==> src/rtl/add_sub_pkg.sv <==
// Shared encodings for the digit-serial add/subtract unit: operation codes,
// FSM state type and the carry-in selection rule.
package add_sub_pkg;

    localparam logic [1:0] OP_ADD = 2'b00;
    localparam logic [1:0] OP_SUB = 2'b01;
    localparam logic [1:0] OP_ADC = 2'b10;
    localparam logic [1:0] OP_SBB = 2'b11;

    typedef enum logic [1:0] {
        ST_IDLE = 2'd0,
        ST_RUN  = 2'd1,
        ST_DONE = 2'd2
    } state_t;

    // SUB starts with carry 1 to complete the two's-complement negation of b.
    function automatic logic initial_carry(input logic [1:0] op, input logic cflag);
        logic c;
        c = cflag;
        case (op)
            OP_ADD:  c = 1'b0;
            OP_SUB:  c = 1'b1;
            default: c = cflag;
        endcase
        return c;
    endfunction

endpackage

==> src/rtl/add_sub_serial_digit_adder.sv <==
// Combinational DIGIT-bit adder slice used once per cycle by the serial datapath.
module digit_adder #(
    parameter int DIGIT = 4
) (
    input  logic [DIGIT-1:0] a,
    input  logic [DIGIT-1:0] b,
    input  logic             cin,
    output logic [DIGIT-1:0] sum,
    output logic             cout
);

    assign {cout, sum} = {1'b0, a} + {1'b0, b} + {{DIGIT{1'b0}}, cin};

endmodule

==> src/rtl/add_sub_serial.sv <==
// Digit-serial add/subtract with carry chaining across operations (ADC/SBB).
// Handshake: a transfer happens on a rising edge where valid and ready are both 1.
module add_sub_serial
    import add_sub_pkg::*;
#(
    parameter int WIDTH = 16,
    parameter int DIGIT = 4
) (
    input  logic             clk,
    input  logic             rst_n,
    input  logic             in_valid,
    output logic             in_ready,
    input  logic [WIDTH-1:0] a,
    input  logic [WIDTH-1:0] b,
    input  logic [1:0]       op,
    output logic             out_valid,
    input  logic             out_ready,
    output logic [WIDTH-1:0] result,
    output logic             carry_out,
    output logic             overflow,
    output logic             zero,
    output logic             negative,
    output state_t           dbg_state
);

    localparam int N  = WIDTH / DIGIT;
    localparam int CW = (N > 1) ? $clog2(N) : 1;
    localparam logic [CW-1:0] LAST = CW'(N - 1);

    state_t             r_state;
    logic [WIDTH-1:0]   r_a;
    logic [WIDTH-1:0]   r_b;
    logic [WIDTH-1:0]   r_sum;
    logic               r_carry;
    logic [CW-1:0]      r_cnt;
    logic               r_a_msb;
    logic               r_b_msb;
    logic               r_cflag;
    logic [WIDTH-1:0]   r_result;
    logic               r_carry_out;
    logic               r_overflow;
    logic               r_zero;
    logic               r_negative;

    logic [DIGIT-1:0]       w_dsum;
    logic                   w_dcout;
    logic [WIDTH+DIGIT-1:0] w_shift;
    logic [WIDTH-1:0]       w_sum_next;

    digit_adder #(.DIGIT(DIGIT)) u_digit_adder (
        .a    (r_a[DIGIT-1:0]),
        .b    (r_b[DIGIT-1:0]),
        .cin  (r_carry),
        .sum  (w_dsum),
        .cout (w_dcout)
    );

    // New digit enters at the MSB end; after N shifts the first digit sits at bit 0.
    assign w_shift    = {w_dsum, r_sum};
    assign w_sum_next = w_shift[WIDTH+DIGIT-1:DIGIT];

    always_ff @(posedge clk or negedge rst_n) begin
        if (!rst_n) begin
            r_state     <= ST_IDLE;
            r_a         <= '0;
            r_b         <= '0;
            r_sum       <= '0;
            r_carry     <= 1'b0;
            r_cnt       <= '0;
            r_a_msb     <= 1'b0;
            r_b_msb     <= 1'b0;
            r_cflag     <= 1'b0;
            r_result    <= '0;
            r_carry_out <= 1'b0;
            r_overflow  <= 1'b0;
            r_zero      <= 1'b0;
            r_negative  <= 1'b0;
        end else begin
            case (r_state)
                ST_IDLE: begin
                    if (in_valid) begin
                        r_a     <= a;
                        r_b     <= b ^ {WIDTH{op[0]}};
                        r_a_msb <= a[WIDTH-1];
                        r_b_msb <= b[WIDTH-1] ^ op[0];
                        r_carry <= initial_carry(op, r_cflag);
                        r_cnt   <= '0;
                        r_sum   <= '0;
                        r_state <= ST_RUN;
                    end
                end
                ST_RUN: begin
                    r_sum   <= w_sum_next;
                    r_a     <= r_a >> DIGIT;
                    r_b     <= r_b >> DIGIT;
                    r_carry <= w_dcout;
                    r_cnt   <= r_cnt + CW'(1);
                    if (r_cnt == LAST) begin
                        r_state     <= ST_DONE;
                        r_result    <= w_sum_next;
                        r_carry_out <= w_dcout;
                        r_overflow  <= (r_a_msb == r_b_msb) && (w_sum_next[WIDTH-1] != r_a_msb);
                        r_zero      <= (w_sum_next == '0);
                        r_negative  <= w_sum_next[WIDTH-1];
                        r_cflag     <= w_dcout;
                    end
                end
                ST_DONE: begin
                    if (out_ready) begin
                        r_state <= ST_IDLE;
                    end
                end
                default: r_state <= ST_IDLE;
            endcase
        end
    end

    assign in_ready  = (r_state == ST_IDLE);
    assign out_valid = (r_state == ST_DONE);
    assign result    = r_result;
    assign carry_out = r_carry_out;
    assign overflow  = r_overflow;
    assign zero      = r_zero;
    assign negative  = r_negative;
    assign dbg_state = r_state;

endmodule

==> config.mk <==
export PLATFORM = sky130hd
export DESIGN_NAME = add_sub_serial
export DESIGN_NICKNAME = d
export VERILOG_FILES = /design/src/rtl/add_sub_pkg.sv /design/src/rtl/add_sub_serial_digit_adder.sv /design/src/rtl/add_sub_serial.sv
export SDC_FILE = /design/constraint.sdc
export NUM_CORES = 1
export LEC_CHECK = 0
export ABC_AREA = 1
export ABC_CLOCK_PERIOD_IN_PS = 2400
export CAP_MARGIN = 20
export CORE_MARGIN = 1.5
export CORE_UTILIZATION = 50
export CTS_CLUSTER_SIZE = 20
export DETAILED_ROUTE_END_ITERATION = 8
export GPL_ROUTABILITY_DRIVEN = 0
export PLACE_DENSITY = 0.83
export SYNTH_ARGS = -nofsm -noshare
export SYNTH_HDL_FRONTEND = slang
export SYNTH_SLANG_ARGS = --single-unit
==> constraint.sdc <==
create_clock -name clk -period 2.4 [get_ports clk]
set_clock_uncertainty 0.1 [all_clocks]
set_input_delay 0.24 -clock clk [delete_from_list [all_inputs] [get_ports clk]]
set_output_delay 0.24 -clock clk [all_outputs]
set_load 0.02 [all_outputs]
==> impl_results.md, run 1 <==
- CTS tree: done
- Diode count: 0
- WP data arrival: around 2200 ps
- Critical Path RT: 2570 ps
- WS Path Type: flip-flop to flip-flop
- Routed via count: between 2000 and 3000
- Crit end category: flip-flop
- Die Span Y: about 84 um
- Number of setup buffers added after CTS: 0
- Pin count of the biggest net entering global routing: 71
- Post-CTS Hold Fix Bufs: 0
- NetSw: roughly 2.4 mW
- Slowest stage cell, crit path: fa_1
- Syn_area_per_cell: around 9.4 sq um
- Max cap viols: 0
- Antenna violations before repair: 0
- DR WL/cell: roughly 14 um
- Peak supply drop: 0.670 mV
- Initial DRC Count: between 100 and 150
- Fraction of layout cells with a size suffix above 1: between 8 and 9%
- Final setup violation count: 0
- Most frequent cells in the layout: 90 x nand2_1, 70 x dfrtp_1, 60 x clkdlybuf4s50_1
- CP startpoint kind: flip-flop
- Power Density: ~1400 nW/um^2
- Worst-Margin Slew: between 800 and 900 ps
- Sw Share: 42.3%
- Root Driver: clkbuf_8
- Outcome: finished, violations left
- Max Fanout on Critical Path: 3
- Skew-Pair Late Insertion Delay: between 300 and 400 ps
- CTS H-Tree Depth: 3
- Critical Path, Cell by Cell: inv_1, fa_1, inv_1, fa_1, nor2_1, nand3_1, nor2_1, nand3_1, o21ai_1
- Global-route wire length before repair: between 10000 and 15000 um
- Area Overhead vs Synth: 24.3%
- Vias in the first global route: 2473
- Met3 WL: 282 um
- Reg clk slew, reported paths: approximately 70 ps
- Register bit total from synthesis: 70
- Drt drc: 0
- Simple-Gate Fraction of Synth Area: approximately 17%
- Sink Count: 70
- CTS Buf Count: 9
- Mapped cell area: about 3300 sq um
- Max frequency: between 0.4 and 0.5 GHz
- Die width: ~84 um
- Max layer used: met4
- Starting Density: 51.6%
- Core area: 6310 sq um
- Setup TNS: 0 ps
- Met2 wire length: around 3200 um
- Adder-Cell Fraction of Synth Area: around 2.8%
- Metal-1 WL: around 3000 um
- Max_slew headroom: between 40% and 50%
- Detailed Place HPWL: 4570 um
- RSZ-0062 raised after global routing: false
- Drt total wl: 6650 um
- Tightest Hold Check Type: input pin to async pin
- Core Util, Final: roughly 64%
- Clock buffer depth: 2
- Post-CTS sizing: 0
- Failing checks: hold timing
- Combinational family with the most area after synthesis: simple AND/OR/NAND/NOR gates
- P_int: between 3 and 4 mW
- Antenna Violating Nets Remaining: 0
- Flop pwr share: 35.3%
- Leak: 1.86 nW
- Overall Power: roughly 5.6 mW
- Final Critical Period: between 2000 and 2500 ps
- IO buf count: between 60 and 70
- Gr ovfl total: 0
- Vias per cell: ~5.2
- IO Count: 62
- Period utilization: a little over four fifths
- Synthesized Nets: 390
- Synth Area in Compound Gates: between 10% and 20%
- Final hold slack: -10.5 ps
- Multiplexer share of the synthesized area: 0%
- Post-Synthesis Cells: 346
- Post-Synth XOR/XNOR Area: 4.57%
- DIE AREA: 7010 sq um
- Total GRT Usage: 19.9%
- Clock power frac: about 15%
- Slowest stage delay, CP: between 400 and 500 ps
- Final-report max-slew violation count: 0
- # rows: 29
- TritonRoute pass-1 iters: 4
- Comb pwr share: roughly half
- Sequential-to-total area share from yosys stat: approximately 54%
- Netlist cell types: 30
- Synth warnings: 0
- Final Hold Vio Count: 9
- Nets@finish: between 400 and 500
- Commonest non-fill, non-tap cell in the layout: nand2_1
## power groups by stage
stage          sequential [mW]  clock [mW]  combinational, mW
2_1_floorplan             2.11           0               1.90
3_3_place_gp              1.98           0               2.68
3_5_place_dp              2.01           0               2.78
4_1_cts                   1.99       0.863               2.80
5_1_grt                   2.05       0.915               3.09
6_report                  1.99       0.848               2.79
## routing by layer
metal	GRT usage, %	up-vias
met5	0	-
met4	11.3	0
met3	3.76	16
met2	33.1	75
met1	24.1	1175
li1	-	1241
## critical path: cells and delay by family (launching register included)
| family | cells | cell delay [ps] |
|---|---|---|
| adder cells (fa/ha/maj) | 2 | 860 |
| AO/OA/AOI/OAI | 1 | 120 |
| flip-flops | 1 | 330 |
| buffers and inverters | 2 | 190 |
| AND/OR/NAND/NOR | 4 | 350 |
## cell type report
cell class / count / area (sq um)
Clock buffer: 13 / 169
Clock inverter: 1 / 5.00
Fill cell: 533 / 2260
Inverter: 37 / 141
Multi-Input combinational cell: 221 / 1240
Sequential cell: 70 / 1750
Tap cell: 77 / 96.3
Timing Repair Buffer: 66 / 643
## worst paths after layout
path / startpoint / to / slack, ps / cells past startpoint
setup / recovery: r_a[0] / zero / 380 / 9
max in group asynchronous: rst_n / r_b[9] / 1640 / 2
min in group clk: a[13] / r_a[13] / 340 / 3
hold reg to reg: overflow / overflow / 380 / 2
hold / removal: rst_n / result[2] / -10 / 2
setup reg to reg: r_a[0] / zero / 380 / 9
## sequential cells by signal (all words and copies together) (netlist names)
signal / count
r_a_msb: 1
r_cnt: 2
r_b: 16
r_a: 16
zero: 1
carry_out: 1
r_carry: 1
overflow: 1
r_b_msb: 1
r_sum: 12
dbg_state: 2
result: 16
## cells by family after synthesis
group | after synthesis
xor+xnor | 17
flops | 70
compound gates | 69
fa+ha+maj | 6
buf+inv | 55
simple gates | 129
## metrics by stage
step	hold WS, ps	setup WS [ps]	cell area [sq um]	cells
detailed placement	373	400	3880	471
CTS	21.0	374	4050	485
global placement	357	461	3880	471
floorplan	-156	525	3260	346
global route	73.6	201	4050	485
finish	-10.5	377	4050	485
## cell usage after synthesis (all sizes together)
cell type	count	area [sq um]
o31ai	2	15.0
nor2	16	67.6
inv	37	141
o22ai	11	68.8
a22o	1	8.76
o211ai	13	97.6
dfrtp	70	1750
o221ai	1	8.76
xnor2	15	131
ha	4	50.1
xor2	2	17.5
a21oi	3	15.0
a211oi	7	87.6
nor3	7	35.0
o21ai	30	150
fa	2	40.0
buf	16	111
o21bai	1	7.51
nand2	94	383
nand3	11	55.1
clkbuf	2	11.3
nand4	1	6.26
Power figures use the tool's default switching activity.
==> run 2: changes to the inputs <==
Settings changed: ABC_CLOCK_PERIOD_IN_PS 2400 to 2000.
Clock period 2.4 ns to 2 ns, I/O delays scaled along.
==> impl_results.md, run 2 (same netlist as run 1, synthesis figures left out) <==
- WS Path Type: flip-flop to flip-flop
- Setup WS post-layout: 84.2 ps
- Pin count of the biggest net entering global routing: 40
- TritonRoute pass-1 iters: 4
- CTS H-Tree Depth: 3
- # rows: 29
- Gr ovfl total: 0
- Skew-Pair Late Insertion Delay: between 300 and 400 ps
- Crit end category: flip-flop
- WP data arrival: ~2000 ps
- Die Span Y: approximately 84 um
- Reg clk slew, reported paths: around 70 ps
- Vias in the first global route: between 2000 and 3000
- IO Count: 62
- Max cap viols: 0
- Worst-Margin Slew: roughly 550 ps
- Most frequent cells in the layout: 90 x nand2_1, 70 x dfrtp_1, 60 x clkdlybuf4s50_1
- DIE AREA: around 7000 sq um
- DR WL/cell: 13.7 um
- Drt total wl: ~6700 um
- Area Overhead vs Synth: 27.6%
- Detailed Place HPWL: 4650 um
- Post-Place Cell Area: between 3000 and 4000 sq um
- Nets@finish: ~460
- CP startpoint kind: flip-flop
- Dpl ws: -34.1 ps
- CTS Buf Count: 9
- Tightest Hold Check Type: input pin to flip-flop
- Core area: between 6000 and 7000 sq um
- IO buf count: 61
- Leak: 1.92 nW
- Total GRT Usage: a little over a fifth
- Max frequency: about 0.52 GHz
- Number of cells on the worst reg-to-reg path: 8
- Fraction of layout cells with a size suffix above 1: between 10% and 20%
- Drt drc: 0
- Root Driver: clkbuf_8
- Power Density: between 1500 and 2000 nW/um^2
- Seq. cell area: roughly 1800 sq um
- Overall Power: a little over 7 mW
- Antenna violations before repair: 0
- Period utilization: 95.8%
- Peak supply drop: between 0.9 and 1 mV
- Vias per cell: between 5 and 6
- Final-report max-slew violation count: 0
- Final Critical Period: ~1900 ps
- Diode count: 0
- Multi-input logic area: 1250 sq um
- Critical Path RT: ~2100 ps
- Starting Density: approximately half
- Hold Path Depth: 3
- Routed via count: ~2500
- Initial DRC Count: between 90 and 100
- Max Fanout on Critical Path: 2
- Die width: 83.8 um
- Final Hold Vio Count: 0
- Finished Cell Area: 4160 sq um
- Clock buffer depth: 2
- Commonest non-fill, non-tap cell in the layout: nand2_1
- Final hold slack: 291 ps
- RSZ-0062 raised after global routing: true
- Max_slew headroom: a little over three fifths
- DP Cell Count: 473
- CTS tree: done
- Final Non-Filler Cells: 493
- Global-route wire length before repair: about 12000 um
- Outcome: completed
- Sink Count: 70
- Final setup violation count: 0
- Antenna Violating Nets Remaining: 0
- Fill cell total of the finished layout: approximately 520
## run 2: cell types whose count changed in the layout (fill, tap and decap cells not counted), sizes merged
cell,before,now
buf,6,11
bufinv,0,2
dlygate4sd3,0,1
## run 2: critical path, stage by stage (launching register included)
cell and delay (ps):
dfrtp_1 340, inv_2 50, fa_2 370, inv_2 80, fa_1 430, buf_4 150, buf_4 120, inv_1 70
o22ai_1 90
## run 2: timing repair
action,4_1_cts,5_1_grt
pin swaps,1,2
endpoints found under the setup margin,1,1
hold endpoints to repair,70,0
buffers inserted,2,1
hold buffers,1,0
cloned,0,0
resized for setup,2,3
## run 2: power by group
part | leakage [nW] | total [mW] | internal (mW) | switching, mW
Clock | 0.120 | 1.32 | 0.803 | 0.513
Combinational | 0.907 | 3.48 | 1.43 | 2.05
Sequential | 0.890 | 2.39 | 2.05 | 0.335
## run 2: final timing paths
path,from,to,slack (ps)
max,r_a[0],r_sum[13],80
min,a[12],r_a[12],290
max reg2reg,r_a[0],r_sum[13],80
min reg2reg,result[4],result[4],380
max in group asynchronous,rst_n,r_a[3],1100
min in group asynchronous,rst_n,r_sum[4],330
## run 2: per-stage QoR
step / utilization, % / setup TNS, ps
global route: 65.9 / -80.0
finish: 65.9 / 0
global placement: 61.7 / 0
detailed placement: 61.7 / -34.1
floorplan: - / 0
CTS: 65.8 / 0
## run 2: final cells by class
cell class | instances | area share [%]
well taps | 77 | 2.32
inverters | 37 | 3.40
clock buffers | 13 | 4.06
multi-input cells | 221 | 30.0
clock inverters | 3 | 1.56
repair buffers | 72 | 16.6
flip-flops and latches | 70 | 42.1
## run 2: metal layers
layer | GRT usage [%] | routed length (um) | up-vias
met5 | 0 | 0 | -
met4 | 13.1 | 235 | 0
met3 | 3.56 | 279 | 21
met2 | 34.6 | 3310 | 71
met1 | 25.2 | 2900 | 1173
li1 | - | - | 1253
